--- src/rtl/addsub_pkg.sv ---
// Shared types and helpers for the chunk-serial adder/subtractor.
package addsub_pkg;

   typedef enum logic [1:0] {
      IDLE = 2'd0,
      RUN  = 2'd1,
      DONE = 2'd2
   } state_e;

   // Width of the chunk index register; a single-chunk build still needs one bit.
   function automatic int idx_width(input int nchunk);
      return (nchunk > 1) ? $clog2(nchunk) : 1;
   endfunction

endpackage

--- src/rtl/addsub_chunk.sv ---
// Combinational CHUNK-bit ripple of full adders; also exposes the carry into the top bit.
module addsub_chunk #(
   parameter int CHUNK = 2
) (
   input  logic [CHUNK-1:0] a,
   input  logic [CHUNK-1:0] b,
   input  logic             cin,
   output logic [CHUNK-1:0] s,
   output logic             cout,
   output logic             c_msb_in
);

   logic [CHUNK:0] c;

   assign c[0] = cin;

   for (genvar i = 0; i < CHUNK; i++) begin : g_fa
      assign s[i]   = a[i] ^ b[i] ^ c[i];
      assign c[i+1] = (a[i] & b[i]) | (c[i] & (a[i] ^ b[i]));
   end

   assign cout     = c[CHUNK];
   assign c_msb_in = c[CHUNK-1];

endmodule

--- src/rtl/addsub_serial_pn.sv ---
// Multi-cycle add/subtract: WIDTH-bit operands consumed CHUNK bits per cycle, LSB chunk first,
// with valid/ready handshakes on both sides.
module addsub_serial_pn
   import addsub_pkg::*;
#(
   parameter int WIDTH = 8,
   parameter int CHUNK = 2
) (
   input  logic             clk,
   input  logic             rst_n,
   input  logic             in_valid,
   output logic             in_ready,
   input  logic [WIDTH-1:0] a,
   input  logic [WIDTH-1:0] b,
   input  logic             sub,
   output logic             out_valid,
   input  logic             out_ready,
   output logic [WIDTH-1:0] sum,
   output logic             cout,
   output logic             ovf
);

   localparam int NCHUNK = WIDTH / CHUNK;
   localparam int IDXW   = idx_width(NCHUNK);
   localparam logic [IDXW-1:0] LAST_IDX = IDXW'(NCHUNK - 1);

   state_e           state_q, state_d;
   logic [WIDTH-1:0] a_q, a_d, b_q, b_d, sum_q, sum_d;
   logic [IDXW-1:0]  idx_q, idx_d;
   logic             carry_q, carry_d;
   logic             cout_q, cout_d, ovf_q, ovf_d;
   logic             out_valid_q, out_valid_d, in_ready_q, in_ready_d;

   logic [CHUNK-1:0] ch_s;
   logic             ch_cout, ch_cmsb;

   // Operands shift right each RUN cycle, so the active chunk is always the low CHUNK bits.
   addsub_chunk #(.CHUNK(CHUNK)) u_chunk (
      .a        (a_q[CHUNK-1:0]),
      .b        (b_q[CHUNK-1:0]),
      .cin      (carry_q),
      .s        (ch_s),
      .cout     (ch_cout),
      .c_msb_in (ch_cmsb)
   );

   always_comb begin
      state_d     = state_q;
      a_d         = a_q;
      b_d         = b_q;
      sum_d       = sum_q;
      idx_d       = idx_q;
      carry_d     = carry_q;
      cout_d      = cout_q;
      ovf_d       = ovf_q;
      out_valid_d = out_valid_q;
      in_ready_d  = in_ready_q;
      case (state_q)
         IDLE: begin
            if (in_valid && in_ready_q) begin
               // Subtraction is A + ~B + 1: invert B now, inject the +1 as the first carry.
               a_d        = a;
               b_d        = b ^ {WIDTH{sub}};
               carry_d    = sub;
               idx_d      = '0;
               sum_d      = '0;
               in_ready_d = 1'b0;
               state_d    = RUN;
            end
         end
         RUN: begin
            sum_d[int'(idx_q)*CHUNK +: CHUNK] = ch_s;
            a_d     = a_q >> CHUNK;
            b_d     = b_q >> CHUNK;
            carry_d = ch_cout;
            idx_d   = idx_q + IDXW'(1);
            if (idx_q == LAST_IDX) begin
               cout_d      = ch_cout;
               ovf_d       = ch_cmsb ^ ch_cout;
               out_valid_d = 1'b1;
               idx_d       = '0;
               state_d     = DONE;
            end
         end
         DONE: begin
            if (out_ready) begin
               out_valid_d = 1'b0;
               in_ready_d  = 1'b1;
               state_d     = IDLE;
            end
         end
         default: state_d = IDLE;
      endcase
   end

   always_ff @(posedge clk) begin
      if (!rst_n) begin
         state_q     <= IDLE;
         a_q         <= '0;
         b_q         <= '0;
         sum_q       <= '0;
         idx_q       <= '0;
         carry_q     <= 1'b0;
         cout_q      <= 1'b0;
         ovf_q       <= 1'b0;
         out_valid_q <= 1'b0;
         in_ready_q  <= 1'b1;
      end else begin
         state_q     <= state_d;
         a_q         <= a_d;
         b_q         <= b_d;
         sum_q       <= sum_d;
         idx_q       <= idx_d;
         carry_q     <= carry_d;
         cout_q      <= cout_d;
         ovf_q       <= ovf_d;
         out_valid_q <= out_valid_d;
         in_ready_q  <= in_ready_d;
      end
   end

   assign in_ready  = in_ready_q;
   assign out_valid = out_valid_q;
   assign sum       = sum_q;
   assign cout      = cout_q;
   assign ovf       = ovf_q;

endmodule

--- config.mk ---
export PLATFORM = sky130hd
export DESIGN_NAME = addsub_serial_pn
export DESIGN_NICKNAME = d
export VERILOG_FILES = /design/src/rtl/addsub_pkg.sv /design/src/rtl/addsub_chunk.sv /design/src/rtl/addsub_serial_pn.sv
export SDC_FILE = /design/constraint.sdc
export NUM_CORES = 1
export LEC_CHECK = 0
export ABC_AREA = 1
export BUFFER_PORTS_ARGS = -buffer_cell sky130_fd_sc_hd__buf_2
export CORE_UTILIZATION = 40
export CTS_BUF_LIST = sky130_fd_sc_hd__clkbuf_8
export DETAILED_ROUTE_END_ITERATION = 6
export RECOVER_POWER = 100
export SLEW_MARGIN = 20
export SYNTH_ARGS = -nofsm -noshare
export SYNTH_HDL_FRONTEND = slang
export SYNTH_SLANG_ARGS = --single-unit
--- constraint.sdc ---
create_clock -name clk -period 4.2 [get_ports clk]
set_input_delay 0.84 -clock clk [delete_from_list [all_inputs] [get_ports clk]]
set_output_delay 0.84 -clock clk [all_outputs]
set_load 0.02 [all_outputs]
== Word level (Yosys, flattened, before mapping) ==
Cells that the tools add are included.
Operators by class
  shift-type cells: 2
  bitwise gates (word level): 12
  reductions and logical operators: 10
  multiply operators: 0
  add/subtract/negate cells: 2
  equality and inequality tests: 6
  muxes and demuxes: 22
  magnitude comparators: 0
  div/mod/pow operators: 0
Operator list (number)
  $pmux 8 s2: 3
  $neg 3->33: 1
  $shift 2x33->8 const A: 1
  $shiftx 2x33->8: 1
  $mux 8: 3
  $mux 2: 5
  $reduce_and 3->1: 3
  $bwmux 8: 1
  $xor 8x8->8: 1
  $ne 2x2->1 const B: 3
  $pmux 1 s2: 3
  $pmux 2 s3: 1
  $reduce_bool 2->1: 3
  $mux 1: 5
  $xor 1x1->1: 5
  $and 1x1->1: 4
  $eq 2x2->1 const B: 2
  $pmux 2 s2: 1
  $reduce_and 2->1: 2
  $add 2x1->2 const B: 1
  $eq 2x1->1 const B: 1
  $logic_not 2->1: 1
  $or 1x1->1: 2
  $logic_and 1x1->1: 1
Storage, ports and cells
  output and inout port bits: 12
  latch bits: 0
  input port bits: 21
  bits in writable memories: 0
  memories kept: 0
  register bits after elaboration: 33
  word-level logic and storage cells: 64
  memory bits (read-only): 0

== Logic depth before layout (Yosys ltp) ==
Gate-level depths: netlist of the first run.
  word-level depth: 7
  depth in mapped cells: 8
  mapped depth without buffers: 7

== Modules after synthesis ==
From an unflattened synthesis of the first run, not the netlist that was laid out.
Unflattened totals
  cells, all modules: 253
  area, all modules: 1715.4 µm²
Modules (own cells, without submodules)
  addsub_serial_pn: sequential area each 660.6 µm², area an instance 1675.4 µm², instances 1, cells each 251
  addsub_chunk: sequential area each 0.0 µm², area an instance 40.0 µm², instances 1, cells each 2

== Least setup slack after synthesis of the first run ==
Ideal clock, no wire load.
  path kind: register -> register
  from: register a_q[0]
  to: register sum_q[7], in the netlist sum[7]
  setup slack: 2502 ps
  buffers on the path: 0
  data arrival time: 1628 ps
  clock period less this slack: 1698 ps
  data required time: 4130 ps
  cell stages (with the launch flop): 7
  library setup time: 70 ps
  path through: dfxtp_1 > fa_1 > fa_1 > nand2_1 > nor2_1 > nand3_1 > a21oi_1
On the way
  longest elaborated chain between the ends: 7
Ends and longest elaborated chain
  start, declared: RTL line addsub_serial_pn.sv:28  | logic [WIDTH-1:0] a_q, a_d, b_q, b_d, sum_q, sum_d;
  start signal, assigned: RTL line addsub_serial_pn.sv:99  | a_q <= '0;
  start signal, assigned: RTL line addsub_serial_pn.sv:110  | a_q <= a_d;
  $xor 1x1->1: RTL line addsub_chunk.sv:18, addsub_chunk.sv:19
  $and 1x1->1: RTL line addsub_chunk.sv:19  | assign c[i+1] = (a[i] & b[i]) | (c[i] & (a[i] ^ b[i]));
  $or 1x1->1: RTL line addsub_chunk.sv:19
  $xor 1x1->1: RTL line addsub_chunk.sv:18  | assign s[i] = a[i] ^ b[i] ^ c[i];
  $shiftx 2x33->8 *: RTL line addsub_serial_pn.sv:72  | sum_d[int'(idx_q)*CHUNK +: CHUNK] = ch_s;
  $bwmux 8 *: RTL line addsub_serial_pn.sv:72
  $pmux 8 s2 *: RTL line addsub_serial_pn.sv:58  | case (state_q)
  end signal, assigned: RTL line addsub_serial_pn.sv:112  | sum_q <= sum_d;
  end, declared: RTL line addsub_serial_pn.sv:28
Every way passes the cells marked *; elsewhere a longest branch is shown, timed or not.
A chain may end at the register's enable or synchronous reset.

== Worst setup path in the final report of the first run ==
  from: input in_valid
  to: register a_q[3]
On the way
  longest elaborated chain between the ends: 3
Ends and longest elaborated chain
  start, declared: RTL line addsub_serial_pn.sv:11  | input logic in_valid,
  $logic_and 1x1->1: RTL line addsub_serial_pn.sv:60  | if (in_valid && in_ready_q) begin
  $ne 2x2->1 (no line)
  $reduce_and 2->1 (no line)
No other way between the ends.

==> run summary, run 1 <==
The final setup TNS is 0 ns. Clock-pin slew was measured on the worst setup and hold paths at 0.07 ns. After clock tree synthesis, the setup repair step added 0 buffers. The final setup violation count came out at 0. The count of input and output buffers is 32. At the end of the flow the core is filled with cells to 0.472. Dividing total power by cell area gives a power density of around 370 nW/um^2. Counting both buffers and inverters, the worst setup path holds a total of 2.

The critical path's slowest cell is a21oi_1. The placeable core area is roughly 4000 um^2. The highest clock rate came out at approximately 440 MHz. The data arrival time at the worst-slack endpoint is 2.46 ns. The area added between synthesis and finish is 12.0%.

The number of global-route vias before repair was between 1000 and 1500. The via density per instance came out at around 4.7. The wire length per cell after detailed routing is 10.9 um. The number of instances resized during post-cts repair is 0.

The worst max-slew margin expressed relative to the limit is 0.140. STA classifies the critical path startpoint as a primary input. The final clock skew is 0.00294 ns. Of the cells placed in the final design, the portion with a size suffix greater than 1 is 0.0993. For this configuration, the core starts out at a cell density of 0.421. The kind of end point of the critical path is a flip-flop. The combinational power share is 0.184. The HPWL reported at the end of detailed placement is roughly 2.5 mm. The die extent in y is approximately 67 um. The number of buffers between clock root and the deepest sink is 2.

The flow ran to the end, and the final reports show no timing, DRC or antenna violations. The cell depth of the worst flop-to-flop path came out at 5. By instance count, the cell type seen most on the critical path is nor2_1. The clock latency on the worst-skew pair came out at 0.28 ns. In the synthesized netlist the dominant register cell turns out to be dfxtp_1.

Walking the worst path, the cells encountered are clkbuf_1, nand2_1, a21oi_1, inv_1, nor2_1, nor2_1. The net count after synthesis is 278. The share of total power consumed by net switching is 0.307. The count of antenna-violating nets left after detailed routing is 0. In the global route stage, overall resource usage came out at 0.186.

The kind of cell with the highest combined delay along the critical path is compound AO/OA/AOI/OAI gates. The number of antenna violations at the first check in global routing is 0. Counting distinct cell types in the post-synthesis netlist gives 25. The critical path is of the in2reg type. The number of fill cells in the layout came out at around 470. In the layout the commonest cells are 81 x nand2_1, 41 x nor2_1, 33 x dfxtp_1, 27 x inv_1. Before antenna repair, the detailed router went through 4 iterations.

TritonCTS created 5 clock buffers. The clock tree from TritonCTS is built. The mean cell area of the mapped netlist is 6.76 um^2. The count of final max-slew check failures was 0. The netlist area before placement is 1700 um^2.

The number of enable-type register cells in the synthesized netlist is 0. The tightest min-delay check is of the reg2reg type. The first-iteration detailed-routing DRC count came out at 74.

Wires add up to 3.61 mm. The most frequent standard cell in the layout excluding fill and tap cells is nand2_1. In this run the core area contains 23 standard-cell rows.

Measured along the x axis, the die boundary spans 67.1 um. Setup repair after global routing left no endpoint under its margin. Of the post-synthesis cell area, the dominant cell type holds 0.389. The via count of the routed design came out at 1557. The share of total power in sequential cells came out at 0.494. The net switching power of the design is 0.216 mW. At the pin with the least slew margin, the transition time is 1.29 ns.

The static leakage came out at 0.893 nW. The first global-routing pass estimated 6.17 mm of wire. The final hold violation count is 0. Of all flip-flops after synthesis, the portion carrying an async set or reset was 0. The total stage count of the critical path is 6.

The die outline area is about 4500 um^2. Subtracting the final worst setup slack from the clock period gives 2.28 ns. For this run, design rule violations remaining after detail routing come to 0. The share of the Yosys chip area taken by registers is 0.389.

Global routing finished with a remaining overflow of 0. The clock tree root driver cell is clkbuf_8. The worst-path maximum fanout is 15. The yosys synthesis warning count came out at 0.

The stage delay of the slowest cell on the critical path is 0.83 ns. The critical path data required time is 4.38 ns. The cell depth of the worst hold path is 2. The post-synthesis register bit count is 33. The number of hold buffers added after cts is 0. In the post-synthesis netlist, the biggest area contributors are dfxtp_1 39%, nand2_1 18%, nor2_1 8.8%. The count of H-tree levels built during CTS came out at 2.

Pin placement for this block handled 33 I/O pins. Across the run, the number of max-cap violations was 0. The diode insertion count for antenna repair came out at 0. The sink count of the clock tree is 33. The internal power came out at 0.488 mW.

The final cycle utilization of the critical path is 0.544. The worst voltage drop across the vdd grid came out at approximately 0.15 mV. At the end of routability-driven placement, the weighted congestion stood at 0.780. The maximum number of pins on one net before global-route repair is 23. The post-synthesis cell type with the largest combined area is dfxtp_1. The number of instances in the synthesized netlist came out at 251.

The final layout contains 308 nets. The proportion of power drawn by the clock network came out at 0.322.
registers in the layout, summed over array words and instances, names as in the netlist:
name and flops:
b_q 8, sum 8, in_ready 1, carry_q 1, idx_q 2, a_q 8
cout 1, out_valid 1, ovf 1, state_q 2
synthesized netlist by cell type (2+ instances only):
cell type,count
nand2_1,81
nor2_1,40
dfxtp_1,33
inv_1,23
nand3_1,18
a21oi_1,17
o21ai_0,9
ha_1,4
buf_4,3
buf_6,2
clkbuf_1,2
fa_1,2
inv_2,2
nand4_1,2
nor2_4,2
xor2_1,2
cells by family after synthesis:
family	synth area share
XOR/XNOR	0.0155
adder cells (fa/ha/maj)	0.0531
AO/OA/AOI/OAI	0.0892
AND/OR/NAND/NOR	0.361
buffers and inverters	0.0922
flip-flops	0.389
metal layers:
metal,track usage,vias to the layer above,routed length [um]
li1,-,840,-
met1,0.214,689,1720
met2,0.324,20,1720
met3,0.0411,8,101
met4,0.0878,0,70
met5,0,-,0
power by group through the flow:
stage / registers [mW] / logic [mW] / clock network (mW)
2_1_floorplan: 0.354 / 0.104 / 0
3_3_place_gp: 0.355 / 0.134 / 0
3_5_place_dp: 0.355 / 0.135 / 0
4_1_cts: 0.348 / 0.135 / 0.232
5_1_grt: 0.350 / 0.149 / 0.243
6_report: 0.347 / 0.130 / 0.226
stage by stage:
| stage | instances | setup WS [ns] | area (um^2) | hold WS, ns | total power [mW] |
|---|---|---|---|---|---|
| floorplan | 251 | 2.50 | 1700 | 0.457 | 0.458 |
| global placement | 324 | 2.24 | 1860 | 0.432 | 0.489 |
| detailed placement | 324 | 2.21 | 1860 | 0.435 | 0.490 |
| CTS | 332 | 2.34 | 1940 | 0.449 | 0.715 |
| global route | 332 | 1.70 | 1900 | 0.495 | 0.743 |
| finish | 332 | 1.92 | 1900 | 0.449 | 0.703 |
worst register-to-register path, delay by kind of cell (launching register included):
family	cells	cell delay (ns)
flops	1	0.44
simple gates	3	1.43
buf+inv	1	0.11
compound gates	1	0.07
worst paths after layout:
| path | from | to | slack (ns) |
|---|---|---|---|
| worst max register to register | state_q[0] | sum[6] | 2.01 |
| worst max-delay path | in_valid | a_q[3] | 1.92 |
| worst min register to register | out_valid | out_valid | 0.45 |
| worst min-delay path | out_valid | out_valid | 0.45 |
area by class of cell:
class	instances	area (um^2)	area share
Clock buffer	5	68.8	0.0362
Clock inverter	3	11.3	0.00592
Inverter	25	93.8	0.0494
Multi-Input combinational cell	184	861	0.453
Sequential cell	33	661	0.348
Tap cell	50	62.6	0.0329
Timing Repair Buffer	32	143	0.0750
(Power assumes the default switching activity.)
==> run 2: changes to the inputs <==
- clock period: 4.2 -> 2.1 ns (I/O delays scaled with it)
==> run 2 against run 1 <==
First-iteration DRC count grew 12%; sequential power grew 100%; clock skew grew 0.0052 ns; highest routed layer unchanged.
==> run summary, run 2 (synthesis results as in run 1) <==
The run finished with clean final reports. The clock tree from TritonCTS is built. The critical path data required time is 2.31 ns (-2.07 ns). The count of input and output buffers came out at 32 (unchanged). The critical path starts at a_q[0]. The global-route wire length before repair came out at 6.09 mm (-1.2%). The worst voltage drop across the vdd grid is 0.362 mV (+150%). The worst-case register-to-register setup slack is 0.27 ns (-1.74 ns). Relative to the synthesized area, the layout overhead comes to 13.1%. The clock latency on the worst-skew pair is 0.29 ns (about the same). The number of buffers between clock root and the deepest sink was 2 (unchanged). The die extent in y came to 67.1 um (unchanged). The number of fill cells in the layout came to 446 (-4.3%).

The number of antenna violations at the first check in global routing came out at 0 (unchanged). The cell depth of the worst flop-to-flop path is 6 (+1). The die outline area came to 4510 um^2 (unchanged). The number of cell rows came out at 23 (unchanged). Dividing the final minimum period by the clock period gives 0.872. The stage delay of the slowest cell on the critical path was 0.52 ns (-0.31 ns). The total length of routed wires is 3.62 mm (+0.14%). The count of antenna-violating nets left after detailed routing came out at 0 (unchanged). The via count of the routed design is 1529 (-1.8%).

The clock edge transition at the registers on the reported setup and hold paths is 0.07 ns (about the same). The remaining routing DRC violations came out at 0 (unchanged). The worst-path maximum fanout is 2 (-13). In this design, the largest share of critical-path delay is due to adder cells. The final clock skew came out at 0.00819 ns (+0.00524 ns). The source of the worst register-to-register timing path is a_q[0].

The final net count was 310 (+0.65%). The wire length per cell after detailed routing is 10.8 um (-0.46%). The library cell used most frequently in the layout, excluding fill and tap cells, is nand2_1. The count of final max-slew check failures is 0 (unchanged). The boundary pin count came to 33 (unchanged). In the layout the commonest cells are 82 x nand2_1, 42 x nor2_1, 33 x dfxtp_1, 26 x inv_1, 20 x buf_2. The static leakage is 0.901 nW (+0.96%). The slew of the pin with the lowest slew margin was 0.917 ns (-0.368 ns).

Setup repair after global routing left no endpoint under its margin. The startpoint type of the worst setup path is a flip-flop. The number of detailed-route iterations in the first pass is 4 (unchanged). The number of global-route vias before repair is 1387 (-4.3%). In this run the critical register-to-register path is captured at sum[7]. The proportion of layout cells with a drive suffix above 1 was 0.109 (+0.00986). The final core utilization is 0.476 (+0.00435).

The data arrival time at the worst-slack endpoint is 2.05 ns (-0.41 ns). The final setup TNS was 0 ns (unchanged). The number of maximum-capacitance constraint violations came out at 0 (unchanged). The number of hold buffers added after cts was 0 (unchanged). The time the final worst path needs with I/O delays and setup came out at 1.83 ns. The first-iteration detailed-routing DRC count came out at 83 (+12%).

The routability congestion estimate from global placement came out at 0.793 (+1.7%). The setup path with the least slack is of type reg2reg. The startpoint identified for the worst hold timing path is out_ready.

The die width was 67.1 um (unchanged). The HPWL reported at the end of detailed placement is 2.55 mm (+0.83%). In this design, the critical path's most frequently occurring cell is fa_1. The diode insertion count for antenna repair is 0 (unchanged). The cell depth of the worst hold path came out at 3 (+1). The total routing usage reported by global routing came out at 0.186 (unchanged). The placeable core area came to 4030 um^2 (unchanged).

The post-CTS setup-driven buffer insertion count is 0 (unchanged). The count of H-tree levels built during CTS is 2 (unchanged). The overall power after layout was 1.41 mW (+100%). The number of buffer and inverter instances along the worst setup path is 0 (-2). CTS placed an instance of clkbuf_8 at the clock tree root.

The worst max-slew margin expressed relative to the limit is 0.386 (+0.246). The power density of the placed cells came out at 737 nW/um^2 (+99%). The maximum number of pins on one net before global-route repair is 16 (-30%). The critical path's slowest cell is fa_1.

The highest clock rate came out at 546 MHz. The sink count of the clock tree was 33 (unchanged). In this run the worst hold path is classified as in2reg. The via density per instance came out at 4.58 (-2.4%).

The worst hold path terminates at in_ready. The number of instances resized during post-cts repair came out at 0 (unchanged). The effective utilization at floorplan came out at 0.421 (unchanged). Walking the worst path, the cells encountered are fa_1, fa_1, nand2_1, nor2_1, nand3_1, a21oi_1.

The final hold violation count was 0 (unchanged). The total clock buffers created by CTS was 5 (unchanged). The worst setup path is captured at a flip-flop.

The final setup violation count came out at 0 (unchanged). The sum of overflow across all layers after global routing is 0 (unchanged).
run 2: how the worst max path moves through the flow:
stage,end,slack [ns],cells past startpoint
4_1_cts,sum[7],0.28,6
2_1_floorplan,sum[7],0.40,6
3_3_place_gp,sum[7],0.34,6
5_1_grt,a_q[0],0.11,7
3_5_place_dp,sum[7],0.30,6
6_report,sum[7],0.27,6
run 2: power breakdown:
part           switching (mW)  internal [mW]  total, mW  leakage (nW)
clock network           0.233          0.225      0.457        0.0467
registers              0.0269          0.666      0.693         0.270
logic                   0.172         0.0912      0.264         0.585
total                   0.432          0.982       1.41         0.901
run 2: stage by stage:
stage / instances / area, um^2 / hold WS (ns) / setup WS, ns
2_1_floorplan: 251 / 1700 / 0.457 / 0.402
5_1_grt: 334 / 1920 / 0.378 / 0.109
6_report: 334 / 1920 / 0.366 / 0.269
4_1_cts: 334 / 1960 / 0.358 / 0.277
3_5_place_dp: 326 / 1870 / 0.438 / 0.303
3_3_place_gp: 326 / 1870 / 0.428 / 0.337
run 2: cell type report:
cell class	instances	area, um^2	area share
multi-input combinational	184	857	0.447
sequential	33	661	0.344
timing repair buffer	34	160	0.0835
inverter	25	93.8	0.0489
clock buffer	5	68.8	0.0359
tap	50	62.6	0.0326
clock inverter	3	15.0	0.00783
run 2: worst reg2reg max path, stage by stage, from the launching register on:
cell and delay [ns]:
dfxtp_1 0.33, fa_1 0.47, fa_1 0.52, nand2_1 0.08, nor2_1 0.13, nand3_1 0.09, a21oi_1 0.14
run 2: metal layers:
metal,part of all wire,global-route usage
met1,0.50,0.224
met5,0,0
met2,0.44,0.304
met3,0.044,0.0531
met4,0.017,0.0878
==> run 3: changes to the inputs <==
- CTS_BUF_LIST: sky130_fd_sc_hd__clkbuf_8 -> unset
==> run 3 against run 2 <==
Combinational power about the same; core utilization unchanged; sequential cell count unchanged; first-iteration DRC count down 6.0%; routed wire length up 0.41%; largest power group unchanged; fmax about the same; setup slack about the same; clock-buffer cell count up 2; via count down 0.20%; global-route usage unchanged; critical path depth unchanged; sequential share of layout area unchanged.
==> run summary, run 3 (synthesis results as in run 1) <==
The number of detailed-route iterations in the first pass is 4 (unchanged). The final cycle utilization of the critical path came out at 0.872 (about the same). The number of buffers between clock root and the deepest sink is 2 (unchanged).

The post-CTS setup-driven buffer insertion count is 0 (unchanged). The worst voltage drop across the vdd grid is 0.362 mV (about the same). The highest clock rate came to 546 MHz (about the same). The number of instances resized during post-cts repair came out at 0 (unchanged). The proportion of layout cells with a drive suffix above 1 came out at 0.109 (unchanged). The final setup violation count is 0 (unchanged). The boundary pin count came out at 33 (unchanged). The total routing usage reported by global routing came out at 0.186 (unchanged). The final setup TNS is 0 ns (unchanged).

The via count of the routed design is 1526 (-0.20%). The slew of the pin with the lowest slew margin came to 0.917 ns (+0.000171 ns). The global-route wire length before repair came out at 6.09 mm (unchanged). The share of total power consumed by net switching is 0.304 (-0.00193). The clock edge transition at the registers on the reported setup and hold paths came out at 0.07 ns (about the same). The maximum number of pins on one net before global-route repair is 16 (unchanged). Setup repair after global routing left no endpoint under its margin. The count of H-tree levels built during CTS came out at 2 (unchanged).

The data arrival time at the worst-slack endpoint is 2.04 ns (about the same). The number of hold buffers added after cts was 0 (unchanged). The total length of routed wires came out at 3.63 mm (+0.41%).

The via density per instance is 4.57 (-0.20%). The share of total power in sequential cells came to 0.487 (-0.003). The number of antenna violations at the first check in global routing came to 0 (unchanged). The power density of the placed cells is 743 nW/um^2 (+0.72%). The sum of overflow across all layers after global routing came out at 0 (unchanged). Leaving out fill and tap cells, the most frequent cells in the layout are 82 x nand2_1, 42 x nor2_1, 33 x dfxtp_1, 24 x inv_1, 20 x buf_2. The routability congestion estimate from global placement is 0.793 (unchanged). The static leakage is 0.893 nW (-0.92%). The critical path data required time is 2.31 ns (about the same). TritonCTS built the clock tree.

The total clock buffers created by CTS came out at 5 (unchanged). The time the final worst path needs with I/O delays and setup came to 1.83 ns (-0.000364 ns). The run finished with clean final reports. In this run the clock root is driven by a clkbuf_8. The sink count of the clock tree is 33 (unchanged). The final clock skew was 0.00879 ns (+0.000601 ns).

The count of antenna-violating nets left after detailed routing was 0 (unchanged). The number of global-route vias before repair came to 1387 (unchanged). The diode insertion count for antenna repair came out at 0 (unchanged). The final hold violation count is 0 (unchanged). The overall power after layout came out at 1.42 mW (+0.72%). The wire length per cell after detailed routing came out at 10.9 um (+0.41%). The remaining routing DRC violations is 0 (unchanged). The final net count is 310 (unchanged). The worst max-slew margin expressed relative to the limit is 0.386 (about the same). The number of maximum-capacitance constraint violations came out at 0 (unchanged).

The count of input and output buffers is 32 (unchanged). The effective utilization at floorplan is 0.421 (unchanged). The number of cell rows came to 23 (unchanged). The net switching power of the design came out at 0.432 mW (about the same). The critical path is of the reg2reg type. The placeable core area came out at 4030 um^2 (unchanged). STA classifies the critical path startpoint as a flip-flop. The HPWL reported at the end of detailed placement is 2.55 mm (unchanged). The clock latency on the worst-skew pair came out at 0.29 ns (about the same).

The area added between synthesis and finish came out at 13.1% (unchanged). The die extent in y is 67.1 um (unchanged). The worst-path maximum fanout was 2 (unchanged). The internal power is 0.992 mW (+1.0%). The die outline area was 4510 um^2 (unchanged). The die width is 67.1 um (unchanged). The count of final max-slew check failures is 0 (unchanged). The worst setup path is captured at a flip-flop. The combinational power share came to 0.185 (about the same).

The first-iteration detailed-routing DRC count is 78 (-6.0%). The proportion of power drawn by the clock network is 0.328 (+0.005). The library cell used most frequently in the layout, excluding fill and tap cells, is nand2_1. The min-delay analysis places its worst path in the category in2reg.
run 3: changes by cell type in the layout (fill, tap and decap cells not counted), sizes merged:
cell    delta
clkbuf     +2
inv        -2
run 3: area by class of cell:
type | instances | area (um^2)
Clock buffer | 7 | 76.3
Clock inverter | 1 | 7.51
Fill cell | 446 | 2110
Inverter | 25 | 93.8
Multi-Input combinational cell | 184 | 857
Sequential cell | 33 | 661
Tap cell | 50 | 62.6
Timing Repair Buffer | 34 | 160
run 3: metrics by stage:
stage | util | area (um^2) | cells | setup WS, ns | hold slack, ns
after floorplan | - | 1700 | 251 | 0.402 | 0.457
after global placement | 0.465 | 1870 | 326 | 0.337 | 0.428
after detailed placement | 0.465 | 1870 | 326 | 0.303 | 0.438
after CTS | 0.485 | 1960 | 334 | 0.278 | 0.358
after global routing | 0.476 | 1920 | 334 | 0.108 | 0.378
final | 0.476 | 1920 | 334 | 0.270 | 0.365
run 3: worst max-delay path, cell delays in order, from the launching register on:
cell,delay [ns]
dfxtp_1,0.33
fa_1,0.47
fa_1,0.52
nand2_1,0.08
nor2_1,0.13
nand3_1,0.09
a21oi_1,0.14
run 3: worst paths after layout:
path | cells after the start | slack (ns) | end | from
worst min register to register | 2 | 0.45 | out_valid | out_valid
worst max-delay path | 6 | 0.27 | sum[7] | a_q[0]
worst min-delay path | 3 | 0.37 | in_ready | out_ready
worst max register to register | 6 | 0.27 | sum[7] | a_q[0]
run 3: layer usage:
layer,global-route usage,part of all wire
met5,0,0
met4,0.0878,0.017
met3,0.0531,0.051
met2,0.304,0.44
met1,0.224,0.49
run 3: power by group through the flow:
stage               Sequential [mW]  Clock, mW  Combinational, mW
CTS                           0.695      0.478              0.273
global placement              0.708          0              0.270
finish                        0.693      0.467              0.263
floorplan                     0.709          0              0.207
global route                  0.699      0.504              0.307
detailed placement            0.709          0              0.271
